`src/rtl/serial_nand_adder_seq.sv`:
```
// Bit-serial adder: one NAND-built full-adder cell walks the operands LSB first,
// one bit per clock, under an IDLE/SHIFT/DONE controller.
module serial_nand_adder_seq #(
  parameter int WIDTH = 8
) (
  input  logic             clk,
  input  logic             reset,
  input  logic             start,
  input  logic [WIDTH-1:0] a,
  input  logic [WIDTH-1:0] b,
  input  logic             cin,
  output logic             busy,
  output logic             done,
  output logic [WIDTH-1:0] sum,
  output logic             cout,
  output logic             ovf
);

  localparam int CW = $clog2(WIDTH + 1);
  localparam logic [CW-1:0] LAST_BIT = CW'(WIDTH - 1);

  typedef enum logic [1:0] {
    IDLE  = 2'd0,
    SHIFT = 2'd1,
    DONE  = 2'd2
  } state_t;

  state_t           r_state;
  state_t           w_next_state;
  logic [WIDTH-1:0] r_a;
  logic [WIDTH-1:0] r_b;
  logic [WIDTH-1:0] r_sum;
  logic [CW-1:0]    r_cnt;
  logic             r_carry;
  logic             r_ovf;

  logic [WIDTH-1:0] w_mask;
  logic             w_a_bit;
  logic             w_b_bit;
  logic             w_last;
  logic             w_accept;

  // Bit selection through a one-hot mask keeps the counter from ever acting as a raw index.
  assign w_mask   = WIDTH'(1) << r_cnt;
  assign w_a_bit  = |(r_a & w_mask);
  assign w_b_bit  = |(r_b & w_mask);
  assign w_last   = (r_cnt == LAST_BIT);
  assign w_accept = (r_state == IDLE) && start;

  // The single shared full-adder cell, nine two-input NANDs.
  logic w_n1, w_n2, w_n3, w_x1, w_n4, w_n5, w_n6, w_fa_sum, w_fa_cout;
  assign w_n1      = ~(w_a_bit & w_b_bit);
  assign w_n2      = ~(w_a_bit & w_n1);
  assign w_n3      = ~(w_b_bit & w_n1);
  assign w_x1      = ~(w_n2 & w_n3);
  assign w_n4      = ~(w_x1 & r_carry);
  assign w_n5      = ~(w_x1 & w_n4);
  assign w_n6      = ~(r_carry & w_n4);
  assign w_fa_sum  = ~(w_n5 & w_n6);
  assign w_fa_cout = ~(w_n4 & w_n1);

  // NOTE: every signal written here gets a default first, so no path can infer a latch.
  always_comb begin
    w_next_state = r_state;
    case (r_state)
      IDLE:    if (start) w_next_state = SHIFT;
      SHIFT:   if (w_last) w_next_state = DONE;
      DONE:    w_next_state = IDLE;
      default: w_next_state = IDLE;
    endcase
  end

  // NOTE: sequential state uses non-blocking assignments so all registers update together.
  always_ff @(posedge clk) begin
    if (reset) r_state <= IDLE;
    else       r_state <= w_next_state;
  end

  always_ff @(posedge clk) begin
    if (reset) begin
      r_a     <= '0;
      r_b     <= '0;
      r_sum   <= '0;
      r_cnt   <= '0;
      r_carry <= 1'b0;
      r_ovf   <= 1'b0;
    end else if (w_accept) begin
      r_a     <= a;
      r_b     <= b;
      r_carry <= cin;
      r_cnt   <= '0;
    end else if (r_state == SHIFT) begin
      r_sum   <= (r_sum & ~w_mask) | ({WIDTH{w_fa_sum}} & w_mask);
      r_carry <= w_fa_cout;
      if (w_last) begin
        // Overflow: carry into the sign bit disagrees with carry out of it.
        r_ovf <= r_carry ^ w_fa_cout;
        r_cnt <= '0;
      end else begin
        r_cnt <= r_cnt + CW'(1);
      end
    end
  end

  assign busy = (r_state == SHIFT);
  assign done = (r_state == DONE);
  assign sum  = r_sum;
  assign cout = r_carry;
  assign ovf  = r_ovf;

endmodule

```
`config.mk`:
```
export PLATFORM = sky130hd
export DESIGN_NAME = serial_nand_adder_seq
export DESIGN_NICKNAME = d
export VERILOG_FILES = /design/src/rtl/serial_nand_adder_seq.sv
export SDC_FILE = /design/constraint.sdc
export NUM_CORES = 1
export LEC_CHECK = 0
export ABC_AREA = 1
export BUFFER_PORTS_ARGS = -buffer_cell sky130_fd_sc_hd__buf_2
export CAP_MARGIN = 20
export CORE_MARGIN = 5
export CORE_UTILIZATION = 41
export DETAILED_ROUTE_END_ITERATION = 12
export SLEW_MARGIN = 10
export SYNTH_ARGS = -nofsm -noshare
export SYNTH_HDL_FRONTEND = slang
export SYNTH_SLANG_ARGS = --single-unit
export TNS_END_PERCENT = 20
```
`constraint.sdc`:
```
create_clock -name clk -period 3.4 [get_ports clk]
set_input_delay 0.17 -clock clk [delete_from_list [all_inputs] [get_ports clk]]
set_output_delay 0.17 -clock clk [all_outputs]
set_load 0.1 [all_outputs]
```
Word-level counts from Yosys, hierarchy flattened. Cells that the tools add are included.

Add/subtract/negate cells: 1. Multiply operators: 0. Divide/modulo/power cells: 0. Order comparisons: 0. Equality and inequality tests: 5. Shift-type cells: 1. Muxes and demuxes: 6. Bitwise logic cells: 26. Reductions and logical operators: 9.

Operator list (count): AND 8 bit (4); OR reduction 8 bit (2); inverter 1 bit (10); AND 1 bit (9); inverter 8 bit (1); OR 8 bit (1); << shifter 1 x 4 -> 8 bit, first input constant (1); adder 4 x 1 -> 4 bit, second input constant (1); equality test 4 x 3 -> 1 bit, second input constant (1); two-way mux 2 bit (2); two-way mux 4 bit (1); one-hot mux 2 bit (2 select lines) (1); AND reduction 2 bit (2); AND reduction 3 bit (1); equality test 2 x 1 -> 1 bit, second input constant (1); equality test 2 bit, second input constant (1); zero test 2 bit (1); two-way mux 1 bit (2); != test 2 x 1 -> 1 bit, second input constant (1); != test 2 bit, second input constant (1); nonzero test 2 bit (1); OR reduction 2 bit (1); logical AND 1 bit (1); XOR 1 bit (1).

Bits in registers: 32. Latch bits: 0. RAM bits: 0. ROM bits: 0. Input bits: 20. Output and inout port bits: 12. Word-level logic and storage cells: 55. Memories: 0.

Depth between registers and ports, before layout. Gate-level depths: netlist of the first run.

Depth in word-level cells: 17. Depth in mapped cells: 13. Depth with buffers taken out: 12.

Worst setup path before layout of the first run. Ideal clock, no wire load.

Path type: register -> register. From: register r_carry, in the netlist cout. To: register (tool-made name). Library setup time: 0.118 ns. Arrival: 2.112 ns. Data required time: 3.282 ns. Slack: 1.170 ns. Stages on the path, launching flop included: 6. Buffers on the path: 0. Period minus slack after synthesis: 2.230 ns. Cell sequence: dfxtp_1 -> inv_1 -> fa_1 -> inv_1 -> nor3_1 -> nor2_1.

RTL lines: start, declared (RTL line 34) `logic r_carry;`; start signal, assigned (RTL line 90) `r_carry <= cin;`; start signal, assigned (RTL line 94) `r_carry <= w_fa_cout;`.

==> metrics.log, run 1 <==
INFO  metric status = finished, final reports clean
INFO  metric finish.net_count = 279
INFO  metric final_max_slew_viol_count = 0
INFO  metric h-tree-depth = 2
INFO  metric final-setup-viol-count = 0
INFO  metric cts_tree = done
INFO  metric synth_top_cell_by_area = dfxtp_1
INFO  metric fillers = 399
INFO  metric seq_area = 641 um^2
INFO  metric route.met3.wl = 232 um
INFO  metric numClockSinks = 32
INFO  metric detailroute.wirelength.met2 = 1.49 mm
INFO  metric worst_ir_drop_vdd = 239 uV
INFO  metric timing.reg2reg.worst_path_depth = 11
INFO  metric layout-drive-gt1-share = 17.1%
INFO  metric grt_pass1_wl = 6.02 mm
INFO  metric psw = 0.000239 W
INFO  metric clock_latency = 0.28 ns
INFO  metric synthCells = 222
INFO  metric die_h = 71.1 um
INFO  metric route.layer.met1.wl = 1.70 mm
INFO  metric clock_power_share = 33.4%
INFO  metric finalHoldViolations = 0
INFO  metric yosys-top-cells-area = dfxtp_1, nor2_1, nand2_1, nand3_1, o21ai_1
INFO  metric post-route-util = 49.0%
INFO  metric synth.cells.most_frequent = nor2_1, nand2_1, dfxtp_1
INFO  metric clk_pin_slew_worst_paths = 0.07 ns
INFO  metric synth-async-reset-ratio = 0%
INFO  metric arrival = 2.58 ns
INFO  metric area_delta_synth_final = 16.1%
INFO  metric switching_portion_of_total_power = 29.4%
INFO  metric antenna_cells = 0
INFO  metric initial_utilization = 42.2%
INFO  metric grt_antenna_before_repair = 0
INFO  metric routabilityCongestion = 0.853
INFO  metric pwr_density_cell = 457 nW/um^2
INFO  metric min_from = cin
INFO  metric layout_min_cycle_time = 2.37 ns
INFO  metric setup_repair_after_global_routing_missed_its_margin = false
INFO  metric power.static_leakage = 0.818 nW
INFO  metric die_area = 5060 um^2
INFO  metric maxUsedRoutingLayer = met4
INFO  metric placementRows = 22
INFO  metric drc_errors = 0
INFO  metric worst_hold_path.num_cells = 3
INFO  metric grt_pass1_vias = 1372
INFO  metric synth-main-ff-cell = dfxtp_1
INFO  metric synth-warning-count = 0
INFO  metric yosysUniqueCellTypes = 22
INFO  metric detail_route.wirelength = 3.50 mm
INFO  metric globalRouteOverflowTotal = 0
INFO  metric count_of_flip_flops_with_a_built_in_enable_after_synthesis = 0
INFO  metric detailroute.via_count = 1438
INFO  metric syn_area_per_cell = 6.90 um^2
INFO  metric cts_setup_buffers = 0
INFO  metric fp.coreArea = 3630 um^2
INFO  metric synth_most_common_cell = nor2_1
INFO  metric ant_nets = 0
INFO  metric die_x = 71.1 um
INFO  metric via_per_inst = 4.79
INFO  metric fin_worst_skew = 0.00422 ns
INFO  metric area_taken_by_multi_input_logic_gates = 786 um^2
INFO  metric relSlewSlack = 50.5%
INFO  metric placement.io_buffers = 31
INFO  metric setup_tns = 0 ns
INFO  metric synthesis.nets = 249
INFO  metric finalCritPeriodShare = 69.7%
INFO  metric grt_max_degree = 25
INFO  metric postSynthRegisterBits = 32
INFO  metric power.internal = 0.000574 W
INFO  metric drt-initial-drc-count = 81
INFO  metric clk_path_buf_depth = 2
INFO  metric hold_endpoint = cout
INFO  metric critPathRequiredTime = 3.61 ns
INFO  metric final_layout_worst_hold_slack = 0.112 ns
INFO  metric critPathLaunch = r_cnt[2]
INFO  metric cts_buffers = 5
INFO  metric detailedRoute.firstPassIterationCount = 4
INFO  metric clk_root_buffer_cell = clkbuf_8
INFO  metric min-delay-path-class = primary input to flip-flop
INFO  metric kind_of_critical_path = flip-flop to flip-flop
INFO  metric mappedNetlistArea = 1530 um^2
INFO  metric wl_per_cell = 11.7 um
INFO  metric pin_count = 32
INFO  metric dp_hpwl = 2.58 mm
INFO  metric groute.usage.overall = 15.0%
INFO  metric cap_viol_max_count = 0
INFO  metric logic_gate_share_of_total_power = 16.3%
INFO  metric sequentialPowerShare = 50.3%
INFO  metric path_max_fanout = 10
INFO  metric startpoint_type = flip-flop
INFO  metric worst_pin_slew = 0.741 ns
INFO  metric worstReg2RegStart = r_cnt[2]
INFO  metric rrSetupSlack = 1.03 ns
INFO  metric critPathCaptureType = flip-flop
INFO  metric yosysSeqAreaShare = 41.8%
INFO  metric ctsResizeCount = 0
INFO  metric cts-hold-fix-buffers = 0
INFO  metric max_freq = 422 MHz
INFO  metric synth.top_cell.area_share = 41.8%
==> worst max-delay path by stage <==
| stage | cells past startpoint | end | slack, ns |
|---|---|---|---|
| after detailed placement | 11 | flip-flop | 1.09 |
| final | 11 | flip-flop | 1.03 |
| after CTS | 11 | flip-flop | 1.04 |
| after global placement | 11 | flip-flop | 1.10 |
| after floorplan | 5 | flip-flop | 1.17 |
| after global routing | 11 | flip-flop | 0.78 |
==> final cells by class <==
cell class / count / share of cell area, %
Clock inverter: 1 / 0.281
Sequential cell: 32 / 36.0
Multi-Input combinational cell: 166 / 44.2
Timing Repair Buffer: 31 / 8.72
Tap cell: 48 / 3.38
Clock buffer: 6 / 4.08
Inverter: 16 / 3.38
==> per-stage QoR <==
step	area [um^2]	total power, W	setup WS, ns	instances
after global placement	1700	0.000549	1.10	293
after CTS	1780	0.000820	1.04	300
after global routing	1780	0.000849	0.782	300
after floorplan	1530	0.000519	1.17	222
final	1780	0.000813	1.03	300
after detailed placement	1700	0.000551	1.09	293
==> cells by family after synthesis <==
family,count (synthesis),synth area share (%)
adders and majority gates,7,6.20
AOI/OAI and AO/OA,29,9.47
DFF,32,41.8
xor gates and xnor gates,1,0.572
buffers and inverters,24,6.94
and+or+nand+nor,129,35.0
==> layer usage <==
layer	track usage (%)	vias to the layer above
met3	4.40	9
met5	0	-
li1	-	766
met4	7.31	0
met1	19.2	628
met2	22.8	35
==> power by group through the flow <==
| stage | registers [W] | clock network (W) | logic [W] |
|---|---|---|---|
| 2_1_floorplan | 0.000435 | 0 | 0.0000837 |
| 3_3_place_gp | 0.000417 | 0 | 0.000132 |
| 5_1_grt | 0.000411 | 0.000289 | 0.000149 |
| 4_1_cts | 0.000409 | 0.000277 | 0.000134 |
| 6_report | 0.000409 | 0.000272 | 0.000132 |
| 3_5_place_dp | 0.000417 | 0 | 0.000134 |
==> layout by cell type, fill, tap and decap left out, types with 2 or more instances in the layout <==
| cell type | n |
|---|---|
| nand2_1 | 39 |
| nor2_1 | 62 |
| dfxtp_1 | 32 |
| clkbuf_8 | 5 |
| ha_1 | 6 |
| buf_2 | 31 |
| nand3_1 | 22 |
| inv_1 | 13 |
| a21oi_1 | 11 |
| o21ai_1 | 16 |
| inv_2 | 3 |
| o21ai_0 | 2 |
==> worst max-delay path, stage by stage (launching register included) <==
cell and delay [ns]:
dfxtp_1 0.58, inv_1 0.13, ha_1 0.27, nand3_1 0.10, nand2_1 0.05, nor2_1 0.09, nand2_1 0.06, nor2_1 0.13
fa_1 0.52, inv_1 0.14, nand3_1 0.09, a21oi_1 0.14
No activity file was read; power rests on OpenSTA's default activity.
==> run 2, diff against run 1 <==
--- a/config.mk
+++ b/config.mk
@@ -5,7 +5,7 @@
 export SDC_FILE = /design/constraint.sdc
 export NUM_CORES = 1
 export LEC_CHECK = 0
-export ABC_AREA = 1
+export ABC_AREA = 0
 export BUFFER_PORTS_ARGS = -buffer_cell sky130_fd_sc_hd__buf_2
 export CAP_MARGIN = 20
 export CORE_MARGIN = 5
==> constraint.sdc (replaced) <==
create_clock -name clk -period 2.3 [get_ports clk]
set_input_delay 0.115 -clock clk [delete_from_list [all_inputs] [get_ports clk]]
set_output_delay 0.115 -clock clk [all_outputs]
set_load 0.1 [all_outputs]
==> run 2 against run 1 <==
Net effect: synthesized cell count down 25%; largest power group unchanged; non-clock buffer count up 8; largest cell class unchanged; final cell count down 17%.
==> metrics.log, run 2 <==
INFO  metric globalRouteMet2Util = 25.1% (+2.3 points)
INFO  metric layout-drive-gt1-share = 30.5% (+13 points)
INFO  metric grt_antenna_before_repair = 0 (unchanged)
INFO  metric setup_repair_after_global_routing_missed_its_margin = true
INFO  metric placementRows = 21 (-4.5%)
INFO  metric final-setup-viol-count = 0 (unchanged)
INFO  metric cts_tree = done
INFO  metric pin_count = 32 (unchanged)
INFO  metric antenna_cells = 0 (unchanged)
INFO  metric min-delay-path-class = primary input to flip-flop
INFO  metric die_x = 69.8 um (-1.8%)
INFO  metric clock_latency = 0.33 ns (+0.05 ns)
INFO  metric worst_pin_slew = 0.617 ns (-0.124 ns)
INFO  metric area_delta_synth_final = 22.8%
INFO  metric path_max_fanout = 8 (-2)
INFO  metric cts_buffers = 5 (unchanged)
INFO  metric kind_of_critical_path = flip-flop to flip-flop
INFO  metric placedCellCount = 241 (-18%)
INFO  metric placement.io_buffers = 31 (unchanged)
INFO  metric final_common_cell = nand2_1
INFO  metric postSynthRegisterBits = 32 (unchanged)
INFO  metric grt_pass1_wl = 6.10 mm (+1.3%)
INFO  metric h-tree-depth = 2 (unchanged)
INFO  metric grt_max_degree = 33 (+32%)
INFO  metric synth-main-ff-cell = dfxtp_1
INFO  metric setup_slack = 0.0709 ns (-0.959 ns)
INFO  metric routabilityCongestion = 0.805 (-5.5%)
INFO  metric arrival = 2.47 ns (-0.11 ns)
INFO  metric yosysUniqueCellTypes = 38 (+73%)
INFO  metric critPathRequiredTime = 2.54 ns (-1.07 ns)
INFO  metric initial_utilization = 43.3% (+1.1 points)
INFO  metric layout.cells.most_common_list = nand2_1, buf_2, dfxtp_1
INFO  metric fin_worst_skew = 0.00999 ns (+0.00576 ns)
INFO  metric via_per_inst = 5.41 (+13%)
INFO  metric synth-async-reset-ratio = 0% (unchanged)
INFO  metric place_ws = 0.0243 ns (-1.07 ns)
INFO  metric synth_top_cell_by_area = dfxtp_1
INFO  metric fp.coreArea = 3390 um^2 (-6.7%)
INFO  metric finalHoldViolations = 0 (unchanged)
INFO  metric mappedNetlistArea = 1470 um^2 (-4.2%)
INFO  metric max_freq = 449 MHz (+6.3%)
INFO  metric yosysSeqAreaShare = 43.6% (+1.9 points)
INFO  metric groute.usage.overall = 15.4% (+0.43 points)
INFO  metric post-route-util = 53.2% (+4.2 points)
INFO  metric synthCells = 167 (-25%)
INFO  metric grt_util_met1 = 18.7% (-0.50 points)
INFO  metric cts_setup_buffers = 0 (unchanged)
INFO  metric power.static_leakage = 0.705 nW (-14%)
INFO  metric detail_route.wirelength = 3.65 mm (+4.1%)
INFO  metric synthesis.nets = 194 (-22%)
INFO  metric status = finished, final reports clean
INFO  metric relSlewSlack = 58.9% (+8.4 points)
INFO  metric ant_nets = 0 (unchanged)
INFO  metric fin_cells = 249 (-17%)
INFO  metric syn_area_per_cell = 8.79 um^2 (+27%)
INFO  metric detailedRoute.firstPassIterationCount = 4 (unchanged)
INFO  metric synth.top_cell.area_share = 43.6% (+1.9 points)
INFO  metric globalRouteOverflowTotal = 0 (unchanged)
INFO  metric die_h = 69.8 um (-1.8%)
INFO  metric layout_min_cycle_time = 2.23 ns (-0.141 ns)
INFO  metric synth_most_common_cell = nand2_1
INFO  metric globalRoute.busiestLayer = met2
INFO  metric clk_root_buffer_cell = clkbuf_4
INFO  metric clk_pin_slew_worst_paths = 0.10 ns (+0.03 ns)
INFO  metric finish.net_count = 229 (-18%)
INFO  metric startpoint_type = flip-flop
INFO  metric yosys-top-cells-area = dfxtp_1, nand2_1, a21oi_1, ha_1, a311oi_1
INFO  metric drt-initial-drc-count = 77 (-4.9%)
INFO  metric numClockSinks = 32 (unchanged)
INFO  metric grt_pass1_vias = 1334 (-2.8%)
INFO  metric synth-warning-count = 0 (unchanged)
INFO  metric dp_hpwl = 2.62 mm (+1.8%)
INFO  metric cap_viol_max_count = 0 (unchanged)
INFO  metric fillers = 324 (-19%)
INFO  metric worst_ir_drop_vdd = 344 uV (+44%)
INFO  metric grt_use_met3 = 4.06% (-0.35 points)
INFO  metric pwr_density_cell = 625 nW/um^2 (+37%)
INFO  metric drc_errors = 0 (unchanged)
INFO  metric critPathCaptureType = flip-flop
INFO  metric count_of_flip_flops_with_a_built_in_enable_after_synthesis = 0 (unchanged)
INFO  metric synth.cells.most_frequent = nand2_1, dfxtp_1, a21oi_1
INFO  metric final_max_slew_viol_count = 0 (unchanged)
INFO  metric finalCritPeriodShare = 96.9% (+27 points)
INFO  metric die_area = 4880 um^2 (-3.6%)
INFO  metric wl_per_cell = 14.7 um (+25%)
INFO  metric detailroute.via_count = 1348 (-6.3%)
INFO  metric clk_path_buf_depth = 2 (unchanged)
run 2: cell types whose count changed after synthesis, sizes merged, moves of 5 or more:
cell	before	now
nor2	64	3
nand3	22	3
a21oi	11	25
o21ai	18	4
inv	16	6
a311oi	0	8
nand2	40	35
run 2: path summary, 6_finish.rpt:
| check | from | to | slack (ns) | cells past startpoint |
|---|---|---|---|---|
| setup / recovery | r_cnt[0] | flip-flop | 0.07 | 6 |
| hold / removal | a[4] | r_a[4] | 0.01 | 3 |
| setup reg to reg | r_cnt[0] | flip-flop | 0.07 | 6 |
| hold reg to reg | r_a[7] | r_a[7] | 0.46 | 2 |
run 2: logic make-up after synthesis:
kind of cell / share of synthesized area, %
simple gates: 19.4
buf+inv: 4.69
flops: 43.6
mux: 1.45
xor+xnor: 0.597
compound gates: 23.8
fa+ha+maj: 6.48
run 2: per-layer routing:
layer / up-vias / share of wire [%]
met5: - / 0
met3: 5 / 4.4
li1: 668 / -
met2: 34 / 48
met4: 0 / 1.1
met1: 641 / 46
run 2: through the flow:
step                area, um^2  TNS [ns]  hold slack [ns]  power, W
finish                    1800         0           0.0113   0.00113
global route              1800   -0.0409           0.0146   0.00117
CTS                       1760         0          0.00514   0.00112
detailed placement        1700         0            0.361  0.000790
global placement          1700         0            0.357  0.000785
floorplan                 1470         0            0.195  0.000738
run 2: critical path, cell delays in order, from the launching register on:
cell and delay (ns):
dfxtp_2 0.36, ha_2 0.21, ha_1 0.22, a222oi_1 0.34, a21o_1 0.19, fa_2 0.54
a311oi_1 0.27
run 2: cell type report:
type	instances	area (um^2)	area share (%)
Clock buffer	8	58.8	3.26
Timing Repair Buffer	39	215	11.9
Sequential cell	32	643	35.7
Multi-Input combinational cell	118	805	44.7
Tap cell	46	57.6	3.19
Inverter	6	22.5	1.25
run 2: what timing repair did:
| action | in CTS | in global routing |
|---|---|---|
| endpoints found under the setup margin | 1 | 9 |
| resized for setup | 1 | 10 |
| pin swaps | 0 | 4 |
| hold buffers | 0 | 0 |
run 2: power by group:
part           internal, W  total [W]  switching [W]
sequential        0.000578   0.000597      0.0000186
clock             0.000151   0.000337       0.000186
combinational    0.0000639   0.000193       0.000129
total             0.000793    0.00113       0.000333
==> run 3, diff against run 2 <==
--- a/config.mk
+++ b/config.mk
@@ -8,9 +8,12 @@
 export ABC_AREA = 0
 export BUFFER_PORTS_ARGS = -buffer_cell sky130_fd_sc_hd__buf_2
 export CAP_MARGIN = 20
+export CELL_PAD_IN_SITES_DETAIL_PLACEMENT = 0
+export CELL_PAD_IN_SITES_GLOBAL_PLACEMENT = 1
 export CORE_MARGIN = 5
-export CORE_UTILIZATION = 41
+export CORE_UTILIZATION = 39
 export DETAILED_ROUTE_END_ITERATION = 12
+export PLACE_DENSITY_LB_ADDON = 0.1
 export SLEW_MARGIN = 10
 export SYNTH_ARGS = -nofsm -noshare
 export SYNTH_HDL_FRONTEND = slang
==> run 3 against run 2 <==
Net effect: routed wire length increased by 1.9%; core utilization decreased by 0.42 points; sequential share of layout area decreased by 2.1 points; power increased by 17%; final cell count increased by 1.6%; largest cell class unchanged.
==> metrics.log, run 3 (synthesis results as in run 2) <==
INFO  metric final_layout_worst_hold_slack = 0.0615 ns (+0.0502 ns)
INFO  metric groute.usage.overall = 15.5% (+0.16 points)
INFO  metric antenna_cells = 0 (unchanged)
INFO  metric critPathRequiredTime = 2.50 ns (-0.04 ns)
INFO  metric path_max_fanout = 8 (unchanged)
INFO  metric placement.io_buffers = 31 (unchanged)
INFO  metric finish.net_count = 231 (+0.87%)
INFO  metric relSlewSlack = 54.8% (-4.0 points)
INFO  metric clock_latency = 0.29 ns (-0.04 ns)
INFO  metric cap_viol_max_count = 0 (unchanged)
INFO  metric clk_root_buffer_cell = clkbuf_8
INFO  metric worst_pin_slew = 0.677 ns (+0.0605 ns)
INFO  metric worst_ir_drop_vdd = 483 uV (+41%)
INFO  metric via_per_inst = 5.23 (-3.4%)
INFO  metric layout.cells.most_common_list = nand2_1, buf_2, dfxtp_1
INFO  metric arrival = 2.40 ns (-0.07 ns)
INFO  metric h-tree-depth = 2 (unchanged)
INFO  metric layout-drive-gt1-share = 35.6% (+5.1 points)
INFO  metric post-route-util = 52.7% (-0.42 points)
INFO  metric placementRows = 22 (+4.8%)
INFO  metric grt_antenna_before_repair = 0 (unchanged)
INFO  metric kind_of_critical_path = flip-flop to flip-flop
INFO  metric grt_max_degree = 33 (unchanged)
INFO  metric pwr_density_cell = 684 nW/um^2 (+9.5%)
INFO  metric min-delay-path-class = primary input to flip-flop
INFO  metric finalHoldViolations = 0 (unchanged)
INFO  metric final-setup-viol-count = 0 (unchanged)
INFO  metric fillers = 356 (+9.9%)
INFO  metric finalCritPeriodShare = 95.4% (-1.5 points)
INFO  metric layout_min_cycle_time = 2.19 ns (-0.0343 ns)
INFO  metric max_freq = 456 MHz (+1.6%)
INFO  metric final_common_cell = nand2_1
INFO  metric routabilityCongestion = 0.865 (+7.4%)
INFO  metric power.static_leakage = 0.744 nW (+5.5%)
INFO  metric cts-hold-fix-buffers = 0 (unchanged)
INFO  metric pin_count = 32 (unchanged)
INFO  metric fp.coreArea = 3660 um^2 (+8.0%)
INFO  metric drt-initial-drc-count = 77 (unchanged)
INFO  metric clk_path_buf_depth = 2 (unchanged)
INFO  metric die_h = 71.3 um (+2.2%)
INFO  metric cts_tree = done
INFO  metric grt_pass1_vias = 1380 (+3.4%)
INFO  metric final_max_slew_viol_count = 0 (unchanged)
INFO  metric critPathCaptureType = flip-flop
INFO  metric cts_setup_buffers = 0 (unchanged)
INFO  metric ant_nets = 0 (unchanged)
INFO  metric dp_hpwl = 2.59 mm (-1.0%)
INFO  metric area_delta_synth_final = 31.5%
INFO  metric die_area = 5090 um^2 (+4.4%)
INFO  metric initial_utilization = 40.1% (-3.2 points)
INFO  metric startpoint_type = flip-flop
INFO  metric detailedRoute.firstPassIterationCount = 4 (unchanged)
INFO  metric wl_per_cell = 14.7 um (+0.33%)
INFO  metric die_x = 71.3 um (+2.2%)
INFO  metric status = finished, final reports clean
INFO  metric drc_errors = 0 (unchanged)
INFO  metric detailroute.via_count = 1323 (-1.9%)
INFO  metric globalRouteOverflowTotal = 0 (unchanged)
INFO  metric cts_buffers = 5 (unchanged)
INFO  metric grt_pass1_wl = 6.24 mm (+2.3%)
INFO  metric numClockSinks = 32 (unchanged)
INFO  metric fin_worst_skew = 0.00477 ns (-0.00522 ns)
INFO  metric clk_pin_slew_worst_paths = 0.07 ns (-0.03 ns)
INFO  metric detail_route.wirelength = 3.72 mm (+1.9%)
run 3: layer usage:
layer	vias to the layer above	track usage, %	wire length (um)
met5	-	0	0
met2	25	24.8	1820
met1	621	18.7	1670
met4	0	8.14	72
li1	671	-	-
met3	6	4.77	166
run 3: critical path, stage by stage, from the launching register on:
cell and delay (ns):
dfxtp_2 0.42, mux2_2 0.36, a222oi_1 0.33, a21o_1 0.20, fa_2 0.55, a311oi_2 0.26
run 3: cell type report:
cell class | instances | area, um^2 | area share [%]
Clock buffer | 6 | 72.6 | 3.76
Multi-Input combinational cell | 118 | 861 | 44.6
Inverter | 6 | 22.5 | 1.17
Clock inverter | 2 | 35.0 | 1.81
Sequential cell | 32 | 649 | 33.6
Tap cell | 48 | 60.1 | 3.11
Timing Repair Buffer | 41 | 230 | 11.9
run 3: report_power, final:
group / internal, W / total, W / switching (W)
combinational: 0.0000660 / 0.000198 / 0.000132
sequential: 0.000577 / 0.000596 / 0.0000194
clock: 0.000321 / 0.000527 / 0.000206
total: 0.000964 / 0.00132 / 0.000357
run 3: path summary, 6_finish.rpt:
path	start	end	slack, ns	cells past startpoint
max	r_cnt[2]	flip-flop	0.11	5
min	a[7]	r_a[7]	0.06	3
max reg2reg	r_cnt[2]	flip-flop	0.11	5
min reg2reg	r_b[0]	r_b[0]	0.46	2
run 3: what timing repair did:
action / 4_1_cts / 5_1_grt
resized for setup: 3 / 21
pin swaps: 0 / 3
setup endpoints to repair: 7 / 9
run 3: stage by stage:
step                setup WS [ns]  cell area, um^2  cells  total power, W    TNS, ns
finish                      0.105             1930    253         0.00132          0
CTS                       0.00409             1830    253         0.00132          0
detailed placement        -0.0193             1720    245        0.000788    -0.0193
floorplan                  0.0224             1470    167        0.000738          0
global placement           0.0370             1720    245        0.000785          0
global route            -0.000847             1930    253         0.00138  -0.000847
